**src/rtl/vector_instr_arb.sv**
```systemverilog
`default_nettype none
// ============================================================================
// Module      : vector_instr_arb
// Description : Round-robin arbiter over the vector instruction lanes. Each
//               granted lane index is queued in a small issue FIFO, and the
//               FIFO head is presented to the issue stage as a valid/ready
//               stream.
// Revision    : 1.0 - initial release
// ============================================================================
module vector_instr_arb #(
    parameter int NUM_LANES = 16,
    parameter int LANE_W    = 4,
    parameter int DEPTH     = 4,
    parameter int CNT_W     = 3
) (
    input  logic                 clk,
    input  logic                 reset_n,
    input  logic                 enable,
    input  logic [NUM_LANES-1:0] lane_valid,
    output logic [NUM_LANES-1:0] lane_ready,
    output logic                 issue_valid,
    output logic [LANE_W-1:0]    issue_lane,
    input  logic                 issue_ready,
    output logic [CNT_W-1:0]     fifo_count
);

    localparam int c_PTR_W = $clog2(DEPTH);

    logic [LANE_W-1:0]    r_rr_ptr;
    logic [c_PTR_W-1:0]   r_wr_ptr;
    logic [c_PTR_W-1:0]   r_rd_ptr;
    logic [CNT_W-1:0]     r_count;
    logic                 r_rst_done;
    logic [LANE_W-1:0]    r_mem [DEPTH];

    logic                 w_can_grant;
    logic                 w_found;
    logic [LANE_W-1:0]    w_grant;
    logic [LANE_W-1:0]    w_cand;
    logic                 w_push;
    logic                 w_pop;
    logic [NUM_LANES-1:0] w_ready;

    // Lane index base+off, wrapping past NUM_LANES-1 back to 0 (works for
    // lane counts that are not a power of two).
    function automatic logic [LANE_W-1:0] lane_add(input logic [LANE_W-1:0] base,
                                                   input int unsigned off);
        logic [LANE_W:0] s;
        s = {1'b0, base} + (LANE_W+1)'(off);
        if (s >= (LANE_W+1)'(NUM_LANES)) begin
            s = s - (LANE_W+1)'(NUM_LANES);
        end
        return s[LANE_W-1:0];
    endfunction

    // FIFO pointer increment with wrap at DEPTH-1 (DEPTH need not be 2^n).
    function automatic logic [c_PTR_W-1:0] ptr_inc(input logic [c_PTR_W-1:0] p);
        if (p == c_PTR_W'(DEPTH - 1)) begin
            return '0;
        end
        return p + 1'b1;
    endfunction

    // Granting depends on registered occupancy only, so issue_ready never
    // reaches lane_ready combinationally.
    assign w_can_grant = r_rst_done & enable & (r_count < CNT_W'(DEPTH));
    assign w_push      = w_can_grant & w_found;
    assign w_pop       = issue_valid & issue_ready;

    // Search from the round-robin pointer upward for the first valid lane.
    always_comb begin
        w_found = 1'b0;
        w_grant = '0;
        w_cand  = '0;
        for (int k = 0; k < NUM_LANES; k++) begin
            w_cand = lane_add(r_rr_ptr, k);
            if (!w_found && lane_valid[w_cand]) begin
                w_found = 1'b1;
                w_grant = w_cand;
            end
        end
    end

    // One-hot ready for the winning lane, only when the grant really happens.
    always_comb begin
        w_ready = '0;
        if (w_push) begin
            w_ready[w_grant] = 1'b1;
        end
    end

    assign lane_ready  = w_ready;
    assign issue_valid = (r_count != '0);
    assign issue_lane  = r_mem[r_rd_ptr];
    assign fifo_count  = r_count;

    // Control state: pointers, occupancy and the post-reset grant gate.
    always_ff @(posedge clk or negedge reset_n) begin
        if (!reset_n) begin
            r_rr_ptr   <= '0;
            r_wr_ptr   <= '0;
            r_rd_ptr   <= '0;
            r_count    <= '0;
            r_rst_done <= 1'b0;
        end else begin
            r_rst_done <= 1'b1;
            if (w_push) begin
                r_wr_ptr <= ptr_inc(r_wr_ptr);
                r_rr_ptr <= lane_add(w_grant, 1);
            end
            if (w_pop) begin
                r_rd_ptr <= ptr_inc(r_rd_ptr);
            end
            case ({w_push, w_pop})
                2'b10:   r_count <= r_count + 1'b1;
                2'b01:   r_count <= r_count - 1'b1;
                default: r_count <= r_count;
            endcase
        end
    end

    // FIFO storage; contents are don't-care after reset so it is not cleared.
    always_ff @(posedge clk) begin
        if (w_push) begin
            r_mem[r_wr_ptr] <= w_grant;
        end
    end

endmodule
`default_nettype wire

```
**config.mk**
```make
export PLATFORM = sky130hd
export DESIGN_NAME = vector_instr_arb
export DESIGN_NICKNAME = d
export VERILOG_FILES = /design/src/rtl/vector_instr_arb.sv
export SDC_FILE = /design/constraint.sdc
export NUM_CORES = 1
export LEC_CHECK = 0
export CORE_MARGIN = 1
export CORE_UTILIZATION = 50
export CTS_BUF_LIST = sky130_fd_sc_hd__clkbuf_4 sky130_fd_sc_hd__clkbuf_8
export CTS_CLUSTER_DIAMETER = 150
export DETAILED_ROUTE_END_ITERATION = 8
export PLACE_DENSITY = 0.81
export SYNTH_ARGS = -nofsm -noshare
export SYNTH_HDL_FRONTEND = slang
export SYNTH_SLANG_ARGS = --single-unit
```
**constraint.sdc**
```tcl
create_clock -name clk -period 6.64 [get_ports clk]
set_clock_uncertainty 0.15 [all_clocks]
set_input_delay 0.664 -clock clk [delete_from_list [all_inputs] [get_ports clk]]
set_output_delay 0.664 -clock clk [all_outputs]
set_load 0.005 [all_outputs]
```
==> results of run 1 <==
## cells in the mapped netlist (all sizes together), types with 4 or more instances
library cell	n
mux4	35
nand2	35
a21oi	31
nor2	29
inv	23
nor3	23
o21ai	19
ha	17
edfxtp	16
mux2	16
buf	14
dfrtp	12
mux2i	12
xnor2	12
clkbuf	9
nand3	8
and3	7
a211oi	6
a31oi	6
or3	6
xor2	6
a21o	5
and2	5
nor2b	5
a2111oi	4
## path summary, 6_finish.rpt
path / cells after the start / from / endpoint
setup / recovery: 16 / r_rr_ptr[1] / lane_ready[3]
hold / removal: 1 / fifo_count[0] / fifo_count[0]
setup reg to reg: 18 / r_rr_ptr[1] / fifo_count[2]
hold reg to reg: 1 / fifo_count[0] / fifo_count[0]
max in group asynchronous: 1 / reset_n / r_wr_ptr[1]
min in group asynchronous: 1 / reset_n / r_rr_ptr[3]
## layout make-up
type | count | area share (%)
clock buffers | 3 | 0.910
clock inverters | 1 | 0.662
inverters | 23 | 1.90
multi-input cells | 344 | 64.8
flip-flops and latches | 28 | 17.2
well taps | 99 | 2.73
repair buffers | 57 | 11.8
## cell families after synthesis
kind of cell | synth area share [%]
buffers and inverters | 5.18
DFF | 19.9
muxes | 27.9
xor gates and xnor gates | 4.03
AOI/OAI and AO/OA | 19.5
and+or+nand+nor | 17.5
other | 0.0958
adders and majority gates | 5.94
## timing repair
item                                    CTS  global route
buffers inserted                          0             2
endpoints found under the setup margin    0            12
gates resized for setup                   0             2
hold buffers                              0             0
## stage by stage
step | instance area (sq um) | utilization, % | worst slack (ns) | hold WS (ns) | instances
floorplan | 3920 | - | 1.07 | 0.218 | 418
global placement | 4450 | 60.0 | 0.695 | 0.351 | 549
detailed placement | 4450 | 60.0 | 0.517 | 0.367 | 549
CTS | 4520 | 61.0 | 0.197 | 0.380 | 553
global route | 4540 | 61.3 | 0.0350 | 0.431 | 555
finish | 4540 | 61.3 | 0.384 | 0.377 | 555
## registers in the layout, summed over array words and instances (netlist names)
signal and flops:
r_rd_ptr 2, r_rst_done 1, fifo_count 3, r_rr_ptr 4
r_wr_ptr 2, r_mem 16
## routing by layer
layer,up-vias,track usage [%]
met5,-,0
met4,0,6.85
met3,38,5.47
met2,231,43.6
met1,1756,38.5
li1,1702,-
## critical path, stage by stage, from the launching register on
cell	delay, ns
dfrtp_1	0.38
inv_1	0.19
ha_2	0.54
mux4_2	0.62
mux4_2	0.63
nor3_4	0.26
nor4b_4	0.32
buf_4	0.19
nand2_1	0.09
o211ai_1	0.34
a2bb2oi_1	0.21
a31oi_1	0.11
inv_1	0.25
ha_1	0.25
nand2_1	0.10
nor3_1	0.16
clkdlybuf4s50_1	0.52
==> flow_metrics.py, run 1 <==
metrics = {
    "sta": {
        "setup_viol": 0,
        "hold_viol": 0,
        "rsz0062_at_grt": "false",
        "tns_ns": 0,
        "fmax_ghz": 0.160,
        "finalCriticalPeriod_ns": 6.26,
        "final_max_slew_viol_count": 0,
        "max_slew.worst_pin.slew_ns": 0.844,
        "maxSlewHeadroom_pct": 43.3,
        "fin_crit_sh_pct": 94.2,
    },
    "grt": {
        "grt_pass1_wl_mm": 18.1,
        "grt_max_degree": 30,
        "grt_pass1_vias": 3519,
        "antenna_found_initial": 0,
        "overflow": 0,
        "track_usage_pct": 27.5,
    },
    "setup_path": {
        "crit_required_ns": 5.83,
        "crit_fanout": 12,
        "crit_type": "reg2out",
        "reg2reg_setup_slack_ns": 1.36,
        "worstPathArrival_ns": 5.44,
        "critPathCaptureType": "output port",
        "startpoint_type": "flip-flop",
    },
    "detailed_routing": {
        "drtIter0Drc": 383,
        "wl_met2_mm": 5.06,
        "maxUsedRoutingLayer": "met4",
        "ant_nets": 0,
        "dr.pass1.iters": 6,
        "met3_length_mm": 1.11,
        "wire_per_inst_um": 20.2,
        "via_per_inst": 6.72,
        "dr_total_vias": 3727,
        "drt_drc_violations_left": 0,
        "routed_wirelength_mm": 11.2,
        "wl_met1_mm": 4.76,
    },
    "placed_design": {
        "dp_hpwl_mm": 8.48,
        "port-buffer-count": 43,
        "place.gp.congestion": 1.01,
    },
    "synthesis": {
        "ys_top_cells_by_area": "mux4_2 (20%), edfxtp_1 (12%), dfrtp_1 (7.7%)",
        "synth_edf_count": 16,
        "ys_seq_elements": 28,
        "syn_nets": 456,
        "syn_area_sq_um": 3920,
        "ys_warn_count": 0,
        "async_flop_share_pct": 42.9,
        "synth_top_cell_area_share_pct": 20.1,
        "postSynthAreaPerCell_sq_um": 9.37,
        "synth_cell_types": 71,
        "ys.flop_type": "edfxtp_1",
        "ys_seq_area_share_pct": 19.9,
        "syn_inst": 418,
        "synth_top_area_cell": "mux4_2",
    },
    "min_path": {
        "min-delay-path-class": "reg2reg",
    },
    "final_layout": {
        "num-fill-cells": 609,
        "seqCellArea_sq_um": 781,
        "multi_input_area_sq_um": 2940,
        "antennaDiodeCount": 0,
        "fin_nets": 495,
        "layout_commonest_cell": "clkdlybuf4s50_1",
        "drive_gt1_share_pct": 18.4,
        "syn2layout_area_growth_pct": 15.9,
        "layout_common_cells": "clkdlybuf4s50_1 (43), mux4_2 (35), nand2_1 (35)",
    },
    "job": {
        "cap_violations": 0,
    },
    "clock_tree": {
        "tritoncts": "done",
        "cts_root_buf": "clkbuf_8",
        "clock_sinks": 28,
        "cts_max_level": 1,
        "clkTransAtPathRegs_ns": 0.09,
        "worstSkewPairLatency_ns": 0.27,
        "clock_path_buffers": 2,
        "numCtsBuffers": 3,
    },
    "die": {
        "initial_utilization_pct": 52.8,
        "die_h_um": 90.5,
        "io_pins": 44,
        "die_x_um": 90.5,
        "rows": 31,
        "dieArea_sq_um": 8190,
        "core-area_sq_um": 7410,
    },
    "run_status": {
        "status": "complete, no violations",
    },
}
Power of run 1 is left out: the tool's default activity adds up to more than one toggle a clock period on the data nets, which glitch-free logic cannot reach.
==> run 2, diff against run 1 <==
- CAP_MARGIN: unset -> 20
==> results of run 2 <==
Final layout, timing and power as in run 1 (identical DEF).
Power of run 2 is left out for the same reason.
